### config.mk
export PLATFORM = sky130hd
export DESIGN_NAME = reg_wb_arbiter_flat
export DESIGN_NICKNAME = d
export VERILOG_FILES = /design/src/rtl/reg_wb_arbiter_if.sv /design/src/rtl/reg_wb_arbiter.sv /design/src/flat_wrapper.sv
export SDC_FILE = /design/constraint.sdc
export NUM_CORES = 1
export LEC_CHECK = 0
export CAP_MARGIN = 25
export CORE_ASPECT_RATIO = 0.6
export CORE_MARGIN = 10
export CORE_UTILIZATION = 35
export DETAILED_ROUTE_END_ITERATION = 7
export PLACE_DENSITY = 0.8
export SYNTH_ARGS = -nofsm -noshare
export SYNTH_HDL_FRONTEND = slang
export SYNTH_SLANG_ARGS = --single-unit
### constraint.sdc
create_clock -name ip_clk -period 14.9 [get_ports ip_clk]
set_input_delay 4.47 -clock ip_clk [delete_from_list [all_inputs] [get_ports ip_clk]]
set_output_delay 4.47 -clock ip_clk [all_outputs]
set_load 0.02 [all_outputs]
### src/rtl/reg_wb_arbiter_if.sv
// Write-back bundle between the execute-unit requesters / decode and the
// register-file write-port arbiter.
interface reg_wb_arbiter_if #(
   parameter int N_REQ  = 3,
   parameter int DATA_W = 32,
   parameter int ADDR_W = 5
);
   logic [N_REQ-1:0]        ip_req_valid;
   logic [N_REQ*ADDR_W-1:0] ip_req_rd;
   logic [N_REQ*DATA_W-1:0] ip_req_data;
   logic [N_REQ-1:0]        op_req_ready;

   logic                    ip_iss_valid;
   logic                    ip_iss_rd_en;
   logic [ADDR_W-1:0]       ip_iss_rd;
   logic [ADDR_W-1:0]       ip_iss_rs1;
   logic [ADDR_W-1:0]       ip_iss_rs2;
   logic                    op_iss_stall;

   logic                    op_wr_en;
   logic [ADDR_W-1:0]       op_wr_addr;
   logic [DATA_W-1:0]       op_wr_data;
   logic [31:0]             op_busy;

   modport master (
      output ip_req_valid, ip_req_rd, ip_req_data,
      output ip_iss_valid, ip_iss_rd_en, ip_iss_rd, ip_iss_rs1, ip_iss_rs2,
      input  op_req_ready, op_iss_stall, op_wr_en, op_wr_addr, op_wr_data, op_busy
   );

   modport slave (
      input  ip_req_valid, ip_req_rd, ip_req_data,
      input  ip_iss_valid, ip_iss_rd_en, ip_iss_rd, ip_iss_rs1, ip_iss_rs2,
      output op_req_ready, op_iss_stall, op_wr_en, op_wr_addr, op_wr_data, op_busy
   );
endinterface

### src/rtl/reg_wb_arbiter.sv
// Round-robin arbiter for the single register-file write port, with a busy
// scoreboard of pending destination registers and RAW/WAW issue stall.
module reg_wb_arbiter #(
   parameter int N_REQ  = 3,
   parameter int DATA_W = 32,
   parameter int ADDR_W = 5
) (
   input  logic            ip_clk,
   input  logic            ip_rst,
   reg_wb_arbiter_if.slave wb
);
   localparam int PTR_W = (N_REQ > 1) ? $clog2(N_REQ) : 1;

   logic [PTR_W-1:0]  ptr_q, ptr_d;
   logic [31:0]       busy_q, busy_d;
   logic              wr_en_q, wr_en_d;
   logic [ADDR_W-1:0] wr_addr_q, wr_addr_d;
   logic [DATA_W-1:0] wr_data_q, wr_data_d;

   logic [N_REQ-1:0]  grant;
   logic [PTR_W-1:0]  gnt_idx;
   logic              found;
   logic              hs;
   logic [ADDR_W-1:0] hs_rd;
   logic [DATA_W-1:0] hs_data;
   logic              stall;
   logic              iss_accept;

   // Scan order ptr, ptr+1, ... wraps; slot j is visited at offset k when
   // ptr+k equals j either directly or after one wrap.
   always_comb begin
      grant   = '0;
      gnt_idx = '0;
      found   = 1'b0;
      hs_rd   = '0;
      hs_data = '0;
      for (int k = 0; k < N_REQ; k++) begin
         for (int j = 0; j < N_REQ; j++) begin
            if (!found && wb.ip_req_valid[j] &&
                ((int'(ptr_q) + k == j) || (int'(ptr_q) + k == j + N_REQ))) begin
               found    = 1'b1;
               grant[j] = 1'b1;
               gnt_idx  = PTR_W'(j);
               hs_rd    = wb.ip_req_rd[j*ADDR_W +: ADDR_W];
               hs_data  = wb.ip_req_data[j*DATA_W +: DATA_W];
            end
         end
      end
   end

   assign hs = found & ~ip_rst;

   always_comb begin
      stall = wb.ip_iss_valid &
              (busy_q[wb.ip_iss_rs1] | busy_q[wb.ip_iss_rs2] |
               (wb.ip_iss_rd_en & busy_q[wb.ip_iss_rd]));
      iss_accept = wb.ip_iss_valid & ~stall;
   end

   always_comb begin
      ptr_d     = ptr_q;
      wr_en_d   = 1'b0;
      wr_addr_d = wr_addr_q;
      wr_data_d = wr_data_q;
      busy_d    = busy_q;
      if (hs) begin
         ptr_d     = (gnt_idx == PTR_W'(N_REQ - 1)) ? '0 : gnt_idx + 1'b1;
         wr_en_d   = (hs_rd != '0);
         wr_addr_d = hs_rd;
         wr_data_d = hs_data;
         busy_d[hs_rd] = 1'b0;
      end
      // Set after clear: an issue racing the retiring write owns the register.
      if (iss_accept && wb.ip_iss_rd_en && (wb.ip_iss_rd != '0))
         busy_d[wb.ip_iss_rd] = 1'b1;
      busy_d[0] = 1'b0;
   end

   always_ff @(posedge ip_clk or posedge ip_rst) begin
      if (ip_rst) begin
         ptr_q     <= '0;
         busy_q    <= '0;
         wr_en_q   <= 1'b0;
         wr_addr_q <= '0;
         wr_data_q <= '0;
      end else begin
         ptr_q     <= ptr_d;
         busy_q    <= busy_d;
         wr_en_q   <= wr_en_d;
         wr_addr_q <= wr_addr_d;
         wr_data_q <= wr_data_d;
      end
   end

   assign wb.op_req_ready = ip_rst ? '0 : grant;
   assign wb.op_iss_stall = stall;
   assign wb.op_wr_en     = wr_en_q;
   assign wb.op_wr_addr   = wr_addr_q;
   assign wb.op_wr_data   = wr_data_q;
   assign wb.op_busy      = busy_q;
endmodule
### src/flat_wrapper.sv
// flat-port wrapper written by rule: the top's interface ports become plain ports
module reg_wb_arbiter_flat 
#(
   parameter int N_REQ  = 3,
   parameter int DATA_W = 32,
   parameter int ADDR_W = 5
)
  (ip_clk, ip_rst, wb_ip_req_valid, wb_ip_req_rd, wb_ip_req_data, wb_ip_iss_valid, wb_ip_iss_rd_en, wb_ip_iss_rd, wb_ip_iss_rs1, wb_ip_iss_rs2, wb_op_req_ready, wb_op_iss_stall, wb_op_wr_en, wb_op_wr_addr, wb_op_wr_data, wb_op_busy);
  reg_wb_arbiter_if #(.N_REQ(N_REQ), .DATA_W(DATA_W), .ADDR_W(ADDR_W)) wb_i ();
  input  logic ip_clk;
  input  logic ip_rst;
  input wire logic [$bits(wb_i.ip_req_valid)-1:0] wb_ip_req_valid;
  input wire logic [$bits(wb_i.ip_req_rd)-1:0] wb_ip_req_rd;
  input wire logic [$bits(wb_i.ip_req_data)-1:0] wb_ip_req_data;
  input wire logic [$bits(wb_i.ip_iss_valid)-1:0] wb_ip_iss_valid;
  input wire logic [$bits(wb_i.ip_iss_rd_en)-1:0] wb_ip_iss_rd_en;
  input wire logic [$bits(wb_i.ip_iss_rd)-1:0] wb_ip_iss_rd;
  input wire logic [$bits(wb_i.ip_iss_rs1)-1:0] wb_ip_iss_rs1;
  input wire logic [$bits(wb_i.ip_iss_rs2)-1:0] wb_ip_iss_rs2;
  output wire logic [$bits(wb_i.op_req_ready)-1:0] wb_op_req_ready;
  output wire logic [$bits(wb_i.op_iss_stall)-1:0] wb_op_iss_stall;
  output wire logic [$bits(wb_i.op_wr_en)-1:0] wb_op_wr_en;
  output wire logic [$bits(wb_i.op_wr_addr)-1:0] wb_op_wr_addr;
  output wire logic [$bits(wb_i.op_wr_data)-1:0] wb_op_wr_data;
  output wire logic [$bits(wb_i.op_busy)-1:0] wb_op_busy;
  assign wb_i.ip_req_valid = wb_ip_req_valid;
  assign wb_i.ip_req_rd = wb_ip_req_rd;
  assign wb_i.ip_req_data = wb_ip_req_data;
  assign wb_i.ip_iss_valid = wb_ip_iss_valid;
  assign wb_i.ip_iss_rd_en = wb_ip_iss_rd_en;
  assign wb_i.ip_iss_rd = wb_ip_iss_rd;
  assign wb_i.ip_iss_rs1 = wb_ip_iss_rs1;
  assign wb_i.ip_iss_rs2 = wb_ip_iss_rs2;
  assign wb_op_req_ready = wb_i.op_req_ready;
  assign wb_op_iss_stall = wb_i.op_iss_stall;
  assign wb_op_wr_en = wb_i.op_wr_en;
  assign wb_op_wr_addr = wb_i.op_wr_addr;
  assign wb_op_wr_data = wb_i.op_wr_data;
  assign wb_op_busy = wb_i.op_busy;
  reg_wb_arbiter #(.N_REQ(N_REQ), .DATA_W(DATA_W), .ADDR_W(ADDR_W)) u_core (.ip_clk(ip_clk), .ip_rst(ip_rst), .wb(wb_i));
endmodule
# After elaboration in Yosys (flattened, before gate mapping)
# Cells that the tools add are included.
[word_totals] reg_bits=71 in_bits=133
[classes] addsub=3 order_cmp=6 n_eq_ne=14 muxes=58 bitwise_logic=11 reduce_logical=41
[op_table] cell="$mux 32" n=11
[op_table] cell="$eq 32x3->1 const B" n=4
[op_table] cell="$eq 32x4->1 const B" n=4
[op_table] cell="$logic_not 32->1" n=3
[op_table] cell="$eq 32x2->1 const B" n=2
[op_table] cell="$mux 5" n=9
[op_table] cell="$and 32x32->32" n=1
[op_table] cell="$not 32->32" n=1
[op_table] cell="$or 32x32->32" n=1
[op_table] cell="$lt 5x6->1 const B" n=4
[op_table] cell="$mux 1" n=24
[op_table] cell="$logic_and 1x1->1" n=21
[op_table] cell="$mux 2" n=8
[op_table] cell="$bmux 1 s5" n=3
[op_table] cell="$demux 1 s5" n=2
[op_table] cell="$ge 5x1->1 const B" n=2
[op_table] cell="$reduce_bool 5->1" n=2
[op_table] cell="$logic_not 1->1" n=8
[op_table] cell="$logic_or 1x1->1" n=7
[op_table] cell="$eq 2x2->1 const B" n=3
[op_table] cell="$and 1x1->1" n=4
[op_table] cell="$add 2x1->3 const B" n=1
[op_table] cell="$add 2x2->3 const B" n=1
[op_table] cell="$mux 3" n=1
[op_table] cell="4 further kinds" n=6

# Logic depth before layout (Yosys ltp)
# Gate-level depths: netlist (run 1).
[depth] word_depth=45 ltp_mapped=13

# Least setup slack after synthesis (run 1)
# Ideal clock, no wire load.
[synth_timing] path_kind="input to output" startpoint="input wb_ip_iss_rs1[2]" endpoint="output wb_op_iss_stall" arrival_time_ps=6549 required_time_ps=10430 setup_slack_ps=3881 cell_stages=8 path_buffers=2 cell_sequence="buf_1 -> mux4_2 -> mux4_2 -> nand2_1 -> o311a_1 -> o2111ai_4 -> clkbuf_1 -> and2_1"
[synth_between] elab_chain_len=5
[synth_rtl] element="from (decl)" line="flat_wrapper.sv:18" text="input wire logic [$bits(wb_i.ip_iss_rs1)-1:0] wb_ip_iss_rs1;"
[synth_rtl] element="$bmux 1 s5" line="reg_wb_arbiter.sv:55" text="(busy_q[wb.ip_iss_rs1] | busy_q[wb.ip_iss_rs2] |"
[synth_rtl] element="$mux 1 (implied by the code)" line="reg_wb_arbiter.sv:55"
[synth_rtl] element="$or 1x1->1 (2 in series)" line="reg_wb_arbiter.sv:55"
[synth_rtl] element="$and 1x1->1" line="reg_wb_arbiter.sv:54" text="stall = wb.ip_iss_valid &"
[synth_rtl] element="to (decl)" line="flat_wrapper.sv:21" text="output wire logic [$bits(wb_i.op_iss_stall)-1:0] wb_op_iss_stall;"
# No other way between the ends. The select of a mux whose other input is x is not followed.

# Worst setup path in the final report (run 1)
[layout_timing] startpoint="input wb_ip_iss_rd[1]" endpoint="output wb_op_iss_stall"
[layout_between] elab_chain_len=5
[layout_rtl] element="from (decl)" line="flat_wrapper.sv:17" text="input wire logic [$bits(wb_i.ip_iss_rd)-1:0] wb_ip_iss_rd;"
[layout_rtl] element="$bmux 1 s5" line="reg_wb_arbiter.sv:56" text="(wb.ip_iss_rd_en & busy_q[wb.ip_iss_rd]));"
[layout_rtl] element="$mux 1 (implied by the code)" line="reg_wb_arbiter.sv:56"
[layout_rtl] element="$and 1x1->1" line="reg_wb_arbiter.sv:56"
[layout_rtl] element="$or 1x1->1" line="reg_wb_arbiter.sv:55"
[layout_rtl] element="$and 1x1->1" line="reg_wb_arbiter.sv:54"
# No other way between the ends. The select of a mux whose other input is x is not followed.

==> results of run 1 <==
state kept, by name, summed over array words and instances (netlist names):
register and count:
u_core.ptr_q 2, u_core.wb.op_busy 31, u_core.wb.op_wr_addr 5, u_core.wb.op_wr_data 32, u_core.wb.op_wr_en 1
power by group through the flow:
stage	Sequential [mW]	Combinational (mW)	Clock [mW]
6_report	0.364	0.720	0.248
5_1_grt	0.370	0.773	0.260
4_1_cts	0.358	0.698	0.251
3_5_place_dp	0.360	0.697	0
3_3_place_gp	0.357	0.681	0
2_1_floorplan	0.409	0.334	0
cells by family (layout without fill, tap and decap cells):
family	Yosys count	in the layout	share of synthesized area
AO/OA/AOI/OAI	183	183	0.297
AND/OR/NAND/NOR	120	120	0.134
flip-flops	71	71	0.387
buffers and inverters	63	238	0.0569
multiplexers	38	38	0.119
adder cells (fa/ha/maj)	2	2	0.00544
other	1	1	0.000816
metrics by stage:
step / setup slack [ps] / hold slack [ps] / cells / util
4_1_cts: 2660 / 488 / 820 / 0.546
2_1_floorplan: 3880 / 476 / 478 / -
6_report: 2590 / 482 / 823 / 0.550
3_5_place_dp: 2680 / 475 / 804 / 0.518
3_3_place_gp: 2730 / 462 / 804 / 0.518
5_1_grt: 2440 / 515 / 823 / 0.550
per-layer routing:
| metal | vias up | wire length, um | global-route usage | part of all wire |
|---|---|---|---|---|
| met5 | - | 0 | 0 | 0 |
| met4 | 0 | 279 | 0.0396 | 0.014 |
| met3 | 35 | 2290 | 0.0582 | 0.11 |
| met2 | 350 | 9310 | 0.311 | 0.46 |
| met1 | 2506 | 8290 | 0.283 | 0.41 |
| li1 | 2250 | - | - | - |
final timing paths:
| path | slack [ps] | end | cells after the start | start |
|---|---|---|---|---|
| max | 2590 | wb_op_iss_stall | 8 | wb_ip_iss_rd[1] |
| min | 480 | u_core.wb.op_wr_data[24] | 2 | u_core.wb.op_wr_data[24] |
| max reg2reg | 11300 | u_core.wb.op_busy[26] | 9 | u_core.ptr_q[0] |
| min reg2reg | 480 | u_core.wb.op_wr_data[24] | 2 | u_core.wb.op_wr_data[24] |
| max in group asynchronous | 9500 | u_core.wb.op_busy[2] | 3 | ip_rst |
| min in group asynchronous | 4780 | u_core.ptr_q[0] | 3 | ip_rst |
cells in the final DEF, fill, tap and decap left out, types with 8 or more instances in the layout:
cell type	synthesis	layout
sky130_fd_sc_hd__a222oi_1	33	33
sky130_fd_sc_hd__clkbuf_16	0	9
sky130_fd_sc_hd__clkdlybuf4s50_1	0	205
sky130_fd_sc_hd__dfrtp_1	71	71
sky130_fd_sc_hd__inv_1	11	10
sky130_fd_sc_hd__mux2i_1	23	23
sky130_fd_sc_hd__mux4_2	13	13
sky130_fd_sc_hd__nand2_1	53	53
sky130_fd_sc_hd__nand3_1	8	8
sky130_fd_sc_hd__nor2_1	10	10
sky130_fd_sc_hd__o211ai_1	8	8
sky130_fd_sc_hd__o21ai_0	42	42
sky130_fd_sc_hd__o21ai_1	16	16
sky130_fd_sc_hd__o31ai_1	24	24
sky130_fd_sc_hd__o41ai_1	23	23
tightest hold or removal path: stages (launching register included):
cell	delay (ps)
sky130_fd_sc_hd__dfrtp_1	340
sky130_fd_sc_hd__nand2_1	50
sky130_fd_sc_hd__o21ai_0	60
final cells by class:
cell class | count | area [um2] | area share
Clock buffer | 11 | 243 | 0.0343
Clock inverter | 5 | 105 | 0.0149
Inverter | 11 | 41.3 | 0.00584
Multi-Input combinational cell | 344 | 2560 | 0.362
Sequential cell | 71 | 1780 | 0.251
Tap cell | 170 | 213 | 0.0301
Timing Repair Buffer | 211 | 2140 | 0.302
==> results.txt, run 1 <==
maximum clock path buffer count: 2
cell at the slowest stage of the critical path: sky130_fd_sc_hd__clkdlybuf4s50_1
cell-internal power: 748 uW
CP endpoint kind: output port
Synth Cell Area: 0.00460 mm2
net switching component of the power: 585 uW
clk sink count: 71
HPWL reported at the end of detailed placement: 15900 um
biggest area consumer among synthesized cells: sky130_fd_sc_hd__dfrtp_1
Power per Cell Area: 188 mW/mm2
critical path's most frequent cell: sky130_fd_sc_hd__clkdlybuf4s50_1
logic gate share of total power: 0.541
part of the Yosys area used for sequential elements: 0.387
fin crit share: 0.826
post-detailed-routing wire length: 20200 um
detailed-route vias per instance: 6.25
Setup violations, final: 0
number of flops mapped to enable cells by yosys: 0
worst IR drop on VDD: 0.117 mV
startpoint type of the worst setup path: input pin
number of buffer and inverter instances along the worst setup path: 2
setup repair after global routing missed its margin: no
Die ar.: 0.0183 mm2
cell types with the highest counts after synthesis: sky130_fd_sc_hd__dfrtp_1 (71), sky130_fd_sc_hd__nand2_1 (53), sky130_fd_sc_hd__o21ai_0 (42)
DRC viols: 0
crit path max fanout: 18
iteration count of the initial detailed-routing pass: 7
number of hold buffers added after CTS: 0
count leader, synth: sky130_fd_sc_hd__dfrtp_1
setup fix buffers added after clock tree synthesis: 0
Pwr Total: 1.33 mW
Worst-Margin Slew: 924 ps
Antenna diodes: 0
sequential share of power: 0.273
finished layout cell area: 0.00707 mm2
clock-pin slew on the worst setup and hold paths: 60 ps
Slew Limit Headroom: 0.384
number of nets produced by synthesis: 613
ports placed on the boundary: 207
ordered cell list for the critical path: clkdlybuf4s50_1, mux2i_1, o22ai_1, or4_1, a21oi_1, o2111ai_4, and2_1, clkdlybuf4s50_1
kind of cell adding the most delay to the critical path: buffers and inverters
vias in the first global route: 4987
Setup CP Type: in2out
H-tree Lvls: 3
critical path required time: 10430 ps
share of Yosys cell area claimed by the top area cell type: 0.387
starting density of the core: 0.358
vertical die dimension: 109 um
gpl congestion: 0.958
antenna viol nets, final: 0
Synthesis Warnings: 0
Hold Vio Cnt, Final: 0
antenna violations before repair: 0
largest net degree at the start of global routing: 73
proportion of register bits with asynchronous set or reset after synthesis: 1.00
number of instances resized during post-cts repair: 0
global-route wire length before repair: 29700 um
number of buffers inserted during clock tree synthesis: 9
total number of placement rows: 32
most instantiated flip-flop cell in the synthesis netlist: sky130_fd_sc_hd__dfrtp_1
Core ar.: 0.0129 mm2
Synth-to-Final Area Change: 53.9%
Mapped Avg Cell Area: 9.61 um2
Tightest Hold Check Type: reg2reg
Cells after Synth: 478
horizontal extent of the die: 168 um
final-stage net count: 783
final-report max-slew violation count: 0
ranking of synthesized cells by area: sky130_fd_sc_hd__dfrtp_1 (39%), sky130_fd_sc_hd__a222oi_1 (7.2%), sky130_fd_sc_hd__mux4_2 (6.4%), sky130_fd_sc_hd__mux2i_1 (5.0%), sky130_fd_sc_hd__o21ai_0 (4.6%)
post-route clock skew: 6.55 ps
count of filler cells inserted in the layout: 1097
Total Routing Usage GR: 0.204
sum of negative setup slack: 0 ps
highest clock rate: 81.2 MHz
DR iter-0 viols: 753
port buffer count: 205
number of distinct library cell variants in the gate-level netlist after synthesis: 58
Max Cap Violations: 0
number of flip-flops and latches in the synthesized netlist: 71
drt wl/cell: 24.5 um
min Tclk post-route: 12310 ps
global route overflow: 0
result of the run: finished clean
TritonCTS clock tree: done
share of cells above drive strength 1: 0.0628
insertion delay to the later sink of the worst-skew pair: 330 ps
Pleak: 2.72 nW
cell at the root of the clock tree: sky130_fd_sc_hd__clkbuf_16
total cell area at the placement stage: 0.00666 mm2
crit path DAT: 7840 ps
clock share of power: 0.186
max incr delay on CP: 1020 ps
fraction of power spent switching nets: 0.439
via count: 5141
No activity file was read; power rests on OpenSTA's default activity.
==> run 2: changes to the inputs <==
--- a/config.mk
+++ b/config.mk
@@ -10,7 +10,7 @@
 export CORE_MARGIN = 10
 export CORE_UTILIZATION = 35
 export DETAILED_ROUTE_END_ITERATION = 7
-export PLACE_DENSITY = 0.8
+export PLACE_DENSITY = 0.83
 export SYNTH_ARGS = -nofsm -noshare
 export SYNTH_HDL_FRONTEND = slang
 export SYNTH_SLANG_ARGS = --single-unit
==> constraint.sdc (replaced) <==
create_clock -name ip_clk -period 10.8 [get_ports ip_clk]
set_input_delay 3.24 -clock ip_clk [delete_from_list [all_inputs] [get_ports ip_clk]]
set_output_delay 3.24 -clock ip_clk [all_outputs]
set_load 0.02 [all_outputs]
==> run 2 against run 1 <==
Register-to-register slack got worse by 4200 ps. Design area is 0.27% higher. First-iteration DRC count up 17%. Critical path depth did not move. Clock power increased by 38%. Total power increased by 37%. Combinational power up 37%. Worst setup slack worse by 1600 ps. Wire length fell by 5.3%. Die area unchanged. Final cell count is the same. Utilization rose by 0.15 points. Critical path type unchanged. Largest cell class unchanged. Largest power group unchanged.
==> results.txt, run 2 (same netlist as run 1, synthesis figures left out) <==
iteration count of the initial detailed-routing pass: 7 (unchanged)
crit path max fanout: 18 (unchanged)
commonest cells after routing, fill and taps aside: sky130_fd_sc_hd__clkdlybuf4s50_1 (205), sky130_fd_sc_hd__dfrtp_1 (71), sky130_fd_sc_hd__nand2_1 (53)
port buffer count: 205 (unchanged)
gpl congestion: 1.01 (+5.3%)
sum of negative setup slack: 0 ps (unchanged)
post-detailed-routing wire length: 19100 um (-5.3%)
share of cells above drive strength 1: 0.0628 (unchanged)
clk sink count: 71 (unchanged)
final-stage net count: 783 (unchanged)
global route overflow: 0 (unchanged)
horizontal extent of the die: 168 um (unchanged)
DRC viols: 0 (unchanged)
Total Routing Usage GR: 0.193 (-0.0106)
H-tree Lvls: 3 (unchanged)
vertical die dimension: 109 um (unchanged)
starting density of the core: 0.358 (unchanged)
total number of placement rows: 32 (unchanged)
crit path DAT: 6570 ps (-1270 ps)
max incr delay on CP: 990 ps (-30 ps)
maximum clock path buffer count: 2 (unchanged)
setup fix buffers added after clock tree synthesis: 0 (unchanged)
number of buffer and inverter instances along the worst setup path: 2 (unchanged)
ports placed on the boundary: 207 (unchanged)
DR iter-0 viols: 881 (+17%)
number of flip-flops under the largest register name: 32 (unchanged)
most common cell after layout, fill and taps aside: sky130_fd_sc_hd__clkdlybuf4s50_1
fin crit share: 0.909
worst IR drop on VDD: 0.101 mV (-13%)
cell at the slowest stage of the critical path: sky130_fd_sc_hd__clkdlybuf4s50_1
startpoint type of the worst setup path: input pin
Pleak: 2.73 nW (+0.56%)
min Tclk post-route: 9810 ps
drt wl/cell: 23.2 um (-5.3%)
kind of cell adding the most delay to the critical path: buffers and inverters
via count: 5033 (-2.1%)
vias in the first global route: 4809 (-3.6%)
critical path's most frequent cell: sky130_fd_sc_hd__clkdlybuf4s50_1
detailed-route vias per instance: 6.12 (-2.1%)
Slew Limit Headroom: 0.391 (+0.00650)
Setup CP Type: in2out
Power per Cell Area: 258 mW/mm2 (+37%)
number of hold buffers added after CTS: 0 (unchanged)
Pwr Total: 1.83 mW (+37%)
number of buffers inserted during clock tree synthesis: 9 (unchanged)
TritonCTS clock tree: done
final-report max-slew violation count: 0 (unchanged)
count of filler cells inserted in the layout: 1099 (+0.18%)
Synth-to-Final Area Change: 54.3%
post-route clock skew: 9.19 ps (+2.65 ps)
global-route wire length before repair: 28400 um (-4.6%)
cell at the root of the clock tree: sky130_fd_sc_hd__clkbuf_16
result of the run: finished clean
Hold Vio Cnt, Final: 0 (unchanged)
Tightest Hold Check Type: reg2reg
insertion delay to the later sink of the worst-skew pair: 320 ps (about the same)
CP endpoint kind: output port
antenna violations before repair: 0 (unchanged)
Max Cap Violations: 0 (unchanged)
Worst-Margin Slew: 891 ps (-32.8 ps)
ordered cell list for the critical path: clkdlybuf4s50_1, mux2i_1, o22ai_1, or4_1, a21oi_1, o2111ai_4, and2_1, clkdlybuf4s50_1
HPWL reported at the end of detailed placement: 14900 um (-6.2%)
critical path required time: 7560 ps (-2870 ps)
Setup violations, final: 0 (unchanged)
Antenna diodes: 0 (unchanged)
antenna viol nets, final: 0 (unchanged)
Core ar.: 0.0129 mm2 (unchanged)
number of instances resized during post-cts repair: 0 (unchanged)
largest net degree at the start of global routing: 77 (+5.5%)
setup repair after global routing missed its margin: no
Die ar.: 0.0183 mm2 (unchanged)
clock-pin slew on the worst setup and hold paths: 50 ps (about the same)
highest clock rate: 102 MHz
## run 2: cell count changes in the layout (fill, tap and decap cells not counted)
cell	change
sky130_fd_sc_hd__inv_6	+1
sky130_fd_sc_hd__clkinvlp_4	-2
sky130_fd_sc_hd__clkinv_2	+1
sky130_fd_sc_hd__buf_16	+1
sky130_fd_sc_hd__buf_4	-1
## run 2: cell type report
class | count | area [um2] | area share
inverter | 11 | 41.3 | 0.00582
multi-input combinational | 344 | 2560 | 0.361
tap | 170 | 213 | 0.0300
clock buffer | 11 | 243 | 0.0342
timing repair buffer | 211 | 2160 | 0.304
clock inverter | 5 | 104 | 0.0146
sequential | 71 | 1780 | 0.250
## run 2: path summary, 6_finish.rpt
path,start,to,slack (ps),cells past startpoint
hold reg to reg,u_core.wb.op_wr_data[9],u_core.wb.op_wr_data[9],480,2
min in group asynchronous,ip_rst,u_core.ptr_q[0],3590,3
hold / removal,u_core.wb.op_wr_data[9],u_core.wb.op_wr_data[9],480,2
setup / recovery,wb_ip_iss_rd[1],wb_op_iss_stall,990,8
setup reg to reg,u_core.ptr_q[0],u_core.wb.op_busy[1],7140,9
max in group asynchronous,ip_rst,u_core.wb.op_busy[5],6610,3
## run 2: through the flow
step	area [um2]	utilization	instances	hold WS (ps)	worst slack, ps
after global placement	6660	0.518	803	465	1180
after CTS	7000	0.545	819	483	1030
after detailed placement	6660	0.518	803	468	1050
after global routing	7090	0.552	823	500	870
after floorplan	4600	-	478	476	2240
final	7090	0.552	823	477	987
## run 2: metal layers
metal	wire, um	up-vias	global-route usage
met1	8020	2445	0.256
li1	-	2247	-
met4	291	0	0.0427
met2	8880	310	0.302
met3	1910	31	0.0636
met5	0	-	0
## run 2: worst reg2reg max path: cells and delay by family, from the launching register on
family / cells / cell delay (ps)
fa+ha+maj: 1 / 400
buf+inv: 2 / 280
compound gates: 3 / 1180
flops: 1 / 380
simple gates: 3 / 1290
## run 2: where the power goes
group | switching [mW] | leakage (nW) | internal, mW | total, mW
registers | 0.131 | 0.927 | 0.368 | 0.499
clock network | 0.110 | 0.170 | 0.232 | 0.342
logic | 0.550 | 1.64 | 0.439 | 0.989
total | 0.790 | 2.73 | 1.04 | 1.83
